==> config.mk <==
export PLATFORM = sky130hd
export DESIGN_NAME = acc_chain_ctrl
export DESIGN_NICKNAME = d
export VERILOG_FILES = /design/src/rtl/acc_chain_pkg.sv /design/src/rtl/acc_chain_step_fsm.sv /design/src/rtl/acc_chain_ctrl.sv
export SDC_FILE = /design/constraint.sdc
export NUM_CORES = 1
export LEC_CHECK = 0
export BUFFER_PORTS_ARGS = -buffer_cell sky130_fd_sc_hd__buf_2
export CAP_MARGIN = 20
export CORE_AREA = 5 5 42 44
export DETAILED_ROUTE_END_ITERATION = 10
export DIE_AREA = 0 0 47 49
export PLACE_DENSITY = 0.55
export SYNTH_ARGS = -nofsm -noshare
export SYNTH_HDL_FRONTEND = slang
export SYNTH_SLANG_ARGS = --single-unit
==> constraint.sdc <==
create_clock -name aclk -period 0.9 [get_ports aclk]
set_input_delay 0.18 -clock aclk [delete_from_list [all_inputs] [get_ports aclk]]
set_output_delay 0.18 -clock aclk [all_outputs]
set_load 0.03 [all_outputs]
==> src/rtl/acc_chain_pkg.sv <==
// Shared types and constants for the accumulator chain controller.
package acc_chain_pkg;

  typedef enum logic {
    RUN = 1'b0,
    SEL = 1'b1
  } step_state_e;

  localparam int unsigned MAX_STEPS           = 16;
  localparam int unsigned DEFAULT_WDOG_CYCLES = 64;

endpackage : acc_chain_pkg

==> src/rtl/acc_chain_step_fsm.sv <==
// One chain step: RUN while fed by its own multiplier, SEL while it takes
// the previous accumulator's output. sel_o is the registered state.
module acc_chain_step_fsm
  import acc_chain_pkg::*;
(
  input  logic clk_i,
  input  logic rst_ni,
  input  logic clken_i,
  input  logic is_1x1_i,
  input  logic force_run_i,
  input  logic go_i,
  input  logic done_i,
  output logic sel_o
);

  step_state_e state_q, state_d;

  // State register, asynchronously returned to RUN.
  always_ff @(posedge clk_i or negedge rst_ni) begin
    if (!rst_ni) begin
      state_q <= RUN;
    end else begin
      state_q <= state_d;
    end
  end

  // Next state; a simultaneous start and finish while in RUN keeps RUN.
  always_comb begin
    state_d = state_q;
    if (clken_i) begin
      if (is_1x1_i || force_run_i) begin
        state_d = RUN;
      end else begin
        case (state_q)
          RUN:     if (go_i && !done_i) state_d = SEL;
          SEL:     if (done_i) state_d = RUN;
          default: state_d = RUN;
        endcase
      end
    end
  end

  assign sel_o = (state_q == SEL);

endmodule : acc_chain_step_fsm

==> src/rtl/acc_chain_ctrl.sv <==
// Controller for a chain of multiplier/accumulator datapaths: per-step
// hand-off FSMs, freeze/enable generation, chain completion and error flags.
// Optional freeze watchdog compiled in with macro ACC_CHAIN_WDOG_EN.
module acc_chain_ctrl
  import acc_chain_pkg::*;
#(
  parameter int unsigned STEPS       = 3,
  parameter int unsigned WDOG_CYCLES = DEFAULT_WDOG_CYCLES
) (
  input  logic             aclk,
  input  logic             aresetn,
  input  logic             aclken,
  input  logic             is_1x1,
  input  logic [STEPS-1:0] mul_valid,
  input  logic [STEPS-1:0] mul_last,
  input  logic [STEPS-1:0] acc_valid,
  input  logic [STEPS-1:0] acc_last,
  output logic [STEPS-1:0] mux_sel,
  output logic             mul_clken,
  output logic [STEPS-1:0] acc_clken,
  output logic             chain_done,
  output logic             err_overlap
`ifdef ACC_CHAIN_WDOG_EN
  ,output logic            err_wdog
`endif
);

  logic [STEPS-1:0] step_sel;
  logic             freeze;
  logic             force_run;
  logic             multi_sel;
  logic             chain_done_q, chain_done_d;
  logic             err_overlap_q, err_overlap_d;
  logic             unused_mul0;

  // Step 0 never selects its predecessor; its multiplier handshake is unused.
  assign step_sel[0] = 1'b0;
  assign unused_mul0 = mul_valid[0] & mul_last[0];

  for (genvar g = 1; g < STEPS; g++) begin : g_step
    acc_chain_step_fsm u_fsm (
      .clk_i       (aclk),
      .rst_ni      (aresetn),
      .clken_i     (aclken),
      .is_1x1_i    (is_1x1),
      .force_run_i (force_run),
      .go_i        (mul_valid[g] & mul_last[g]),
      .done_i      (acc_valid[g-1] & acc_last[g-1]),
      .sel_o       (step_sel[g])
    );
  end

  assign freeze    = |step_sel;
  assign multi_sel = |(step_sel & (step_sel - STEPS'(1)));
  assign mux_sel   = step_sel;
  assign mul_clken = aclken & ~freeze;
  assign acc_clken = {STEPS{aclken}} & ({STEPS{~freeze}} | step_sel);

  // Completion pulse and sticky overlap flag, next-state terms.
  always_comb begin
    chain_done_d  = aclken & acc_valid[STEPS-1] & acc_last[STEPS-1] & acc_clken[STEPS-1];
    err_overlap_d = err_overlap_q;
    if (aclken && !is_1x1 && multi_sel) begin
      err_overlap_d = 1'b1;
    end
  end

  // Completion pulse and sticky overlap flag registers.
  always_ff @(posedge aclk or negedge aresetn) begin
    if (!aresetn) begin
      chain_done_q  <= 1'b0;
      err_overlap_q <= 1'b0;
    end else begin
      chain_done_q  <= chain_done_d;
      err_overlap_q <= err_overlap_d;
    end
  end

  assign chain_done  = chain_done_q;
  assign err_overlap = err_overlap_q;

`ifdef ACC_CHAIN_WDOG_EN
  logic [15:0] wdog_cnt_q, wdog_cnt_d;
  logic        err_wdog_q, err_wdog_d;
  logic        wdog_hit;

  // The flag rises on the edge the counter reaches the limit; the forced
  // return to RUN follows one cycle later, when the counter holds the limit.
  assign wdog_hit  = (wdog_cnt_q == 16'(WDOG_CYCLES));
  assign force_run = wdog_hit;

  // Watchdog counter and sticky flag, next-state terms.
  always_comb begin
    wdog_cnt_d = wdog_cnt_q;
    err_wdog_d = err_wdog_q;
    if (aclken) begin
      if (!freeze || wdog_hit) begin
        wdog_cnt_d = '0;
      end else begin
        wdog_cnt_d = wdog_cnt_q + 16'd1;
      end
      if (freeze && (wdog_cnt_q == 16'(WDOG_CYCLES - 1))) begin
        err_wdog_d = 1'b1;
      end
    end
  end

  // Watchdog registers.
  always_ff @(posedge aclk or negedge aresetn) begin
    if (!aresetn) begin
      wdog_cnt_q <= '0;
      err_wdog_q <= 1'b0;
    end else begin
      wdog_cnt_q <= wdog_cnt_d;
      err_wdog_q <= err_wdog_d;
    end
  end

  assign err_wdog = err_wdog_q;
`else
  logic unused_wdog;

  assign force_run   = 1'b0;
  assign unused_wdog = (WDOG_CYCLES == 0);
`endif

endmodule : acc_chain_ctrl
==> impl_metrics.csv <==
group,metric,value,unit
outcome,status,"finished, violations left",
outcome,violations,"setup timing",
critical_path,slowest_stage,"dfrtp_1",
floorplan,fp.dieH,49,um
floorplan,die_w,47,um
layout,finalCoreUtilization,37.0,%
layout,fill_cells,154,
detailed_routing,wl_per_cell,10.2,um
floorplan,placementRows,14,
critical_path,worstSetupStartpoint,"g_step[1].u_fsm.sel_o$_DFFE_PN0P_",
clock_network,ctsLongestPathBuffers,2,
synth,syn_area_per_cell,9.70,um^2
critical_path,cp-end-kind,"output pin",
synth,synth.net_count,40,
power,switchingPower,0.290,mW
layout,area_delta_synth_final,123,%
layout,drive_gt1_share,78.8,%
critical_path,start_kind,"flop",
global_route,grt_pass1_vias,255,
sta,period_minus_slack,1220,ps
critical_path,r2r-end,"chain_done$_DFF_PN0_",
power,p_per_area,1660,mW/mm^2
clock_network,clk_latency,230,ps
detailed_routing,ant_nets,0,
critical_path,cp_slowest_stage_delay,400,ps
synth,synth_cell_type_count,12,
worst_hold_path,min_path_type,"in2reg",
critical_path,rrSetupSlack,-130,ps
placed_design,gp_congestion,0.677,
clock_network,path_clk_slew,40,ps
power,cellLeakagePower,0.266,nW
global_route,overflow,0,
layout,seqCellArea,101,um^2
placed_design,dpl.hpwl,560,um
sta,rsz0062_at_grt,"yes",
synth,synth_mux_area_share,0,%
placed_design,dp_cells,61,
global_route,grt_antenna_before_repair,0,
clock_network,cts_root_buf,"clkbuf_4",
synth,synthXorXnorAreaFrac,0,%
synth,synth-seq-cells,4,
power,internal-power,0.572,mW
sta,fmax,818,MHz
detailed_routing,routed_wirelength,695,um
power,p_clk_share,26.0,%
critical_path,required,720,ps
layout,final_cells,68,
layout,multi_input_area,130,um^2
power,swShare,33.7,%
layout,diodes,0,
sta,holdWs,194,ps
clock_network,clock_sinks,4,
synth,synth_warnings,0,
layout,final_common_cell,"buf_2",
power,ir_drop,0.447,mV
detailed_routing,drt_iter0_drc,1,
sta,setup_violations,11,
sta,clock-skew-final,3.31,ps
critical_path,worstSetupEndpoint,"acc_clken[0]",
critical_path,r2r-start,"g_step[1].u_fsm.sel_o$_DFFE_PN0P_",
clock_network,cts-htree-levels,1,
sta,final_max_slew_viol_count,0,
synth,synth_top_family_by_area,"compound AO/OA/AOI/OAI gates",
synth,synth-simple-area-share,2.69,%
floorplan,start_util,16.6,%
detailed_routing,routed_via_density,4.01,
clock_network,cts_tree,"built",
run,maxCapViolCount,0,
sta,finalHoldViolations,0,
power,combPwrFrac,47.1,%
critical_path,crit_fanout,3,
synth,synth_fa_ha_area_share,0,%
layout,layout_common_cells,"buf_2, buf_6, buf_4, dfrtp_1, clkbuf_4",
floorplan,core-area,0.00140,mm^2
floorplan,die-area,0.00230,mm^2
synth,syn_inst,24,
clock_network,cts_buffers,3,
synth,yosysSeqAreaShare,43.0,%
sta,fin_ws,-323,ps
floorplan,ios,25,
power,power_frac_seq,26.9,%
worst_hold_path,whs_path_depth,2,
critical_path,path_cells,"inv_2 -> and3_4 -> buf_6",
detailed_routing,drc,0,
critical_path,cp.arrival,1040,ps
critical_path,path_class,"reg2out",
synth,synth-compound-area-share,31.7,%
sta,period_share,136,%
global_route,grt_pass1_wl,938,um
global_route,grt_max_degree,6,
synth,syn_area,233,um^2
placed_design,portBuffers,21,
detailed_routing,drtPass1Iterations,2,
layout,nNetsFinal,70,
critical_path,reg2reg_depth,4,
detailed_routing,via_count,273,
global_route,grt_usage,5.87,%
==> worst min path at each step <==
stage                                         end  slack (ps)         from
final                        chain_done$_DFF_PN0_         190  acc_last[2]
after global routing         chain_done$_DFF_PN0_         190  acc_last[2]
after CTS                    chain_done$_DFF_PN0_         190  acc_last[2]
after detailed placement  err_overlap$_DFFE_PN0P_          -9      aresetn
after global placement    err_overlap$_DFFE_PN0P_         -10      aresetn
after floorplan              chain_done$_DFF_PN0_        -120      aresetn
==> registers in the layout, indices dropped and copies added (netlist names) <==
name,cells
chain_done,1
g_step.u_fsm.sel_o,2
err_overlap,1
==> synthesized netlist by cell type <==
library cell / number / area (um^2)
dfrtp_1: 4 / 100
and3_1: 1 / 6.26
a21boi_0: 2 / 15.0
o2111a_1: 1 / 11.3
a21oi_1: 2 / 10.0
a41o_1: 1 / 10.0
a31oi_1: 2 / 12.5
conb_1: 1 / 3.75
a21o_1: 2 / 15.0
buf_4: 5 / 37.5
inv_2: 1 / 3.75
inv_1: 2 / 7.51
==> cell type report <==
type | instances | area share [%]
Inverter | 3 | 2.17
Tap cell | 16 | 3.86
Multi-Input combinational cell | 12 | 25.1
Clock buffer | 3 | 4.35
Sequential cell | 4 | 19.6
Timing Repair Buffer | 30 | 44.9
==> per-stage QoR <==
step | total power, mW | setup TNS (ps) | setup slack, ps | instance area, um^2
final | 0.861 | -1990 | -323 | 518
after floorplan | 0.421 | -309 | -161 | 249
after CTS | 0.846 | -2120 | -332 | 479
after global routing | 0.916 | -2390 | -369 | 518
after detailed placement | 0.509 | -406 | -134 | 370
after global placement | 0.506 | -349 | -125 | 370
==> worst max-delay path, delay by kind of cell, from the launching register on <==
kind	cells	cell delay, ps
DFF	1	400
and+or+nand+nor	1	190
buffers and inverters	2	220
==> routing by layer <==
layer  vias to the layer above  wire (um)  global-route usage [%]
li1                        136          -                       -
met1                       125        245                    5.11
met3                         0         84                    3.32
met4                         0          0                    4.15
met2                        12        365                    9.50
met5                         -          0                       0
==> power groups by stage <==
stage	logic [mW]	registers [mW]	clock network [mW]
final	0.406	0.232	0.224
after global routing	0.429	0.235	0.251
after floorplan	0.152	0.269	0
after CTS	0.383	0.231	0.232
after detailed placement	0.279	0.230	0
after global placement	0.276	0.230	0
==> logic make-up (layout without fill, tap and decap cells) <==
group                  Yosys count  count (layout)
other                            1               1
buffers and inverters            8              36
AO/OA/AOI/OAI                   10              10
AND/OR/NAND/NOR                  1               1
flip-flops                       4               4
==> timing repair <==
item / CTS / global route
pin swaps: 2 / 2
endpoints found under the hold margin: 4 / 0
gates resized for setup: 17 / 6
buffers inserted: 3 / 0
setup endpoints to repair: 10 / 12
hold buffers: 1 / 0
Note: power is estimated with default switching activity, not from simulation.
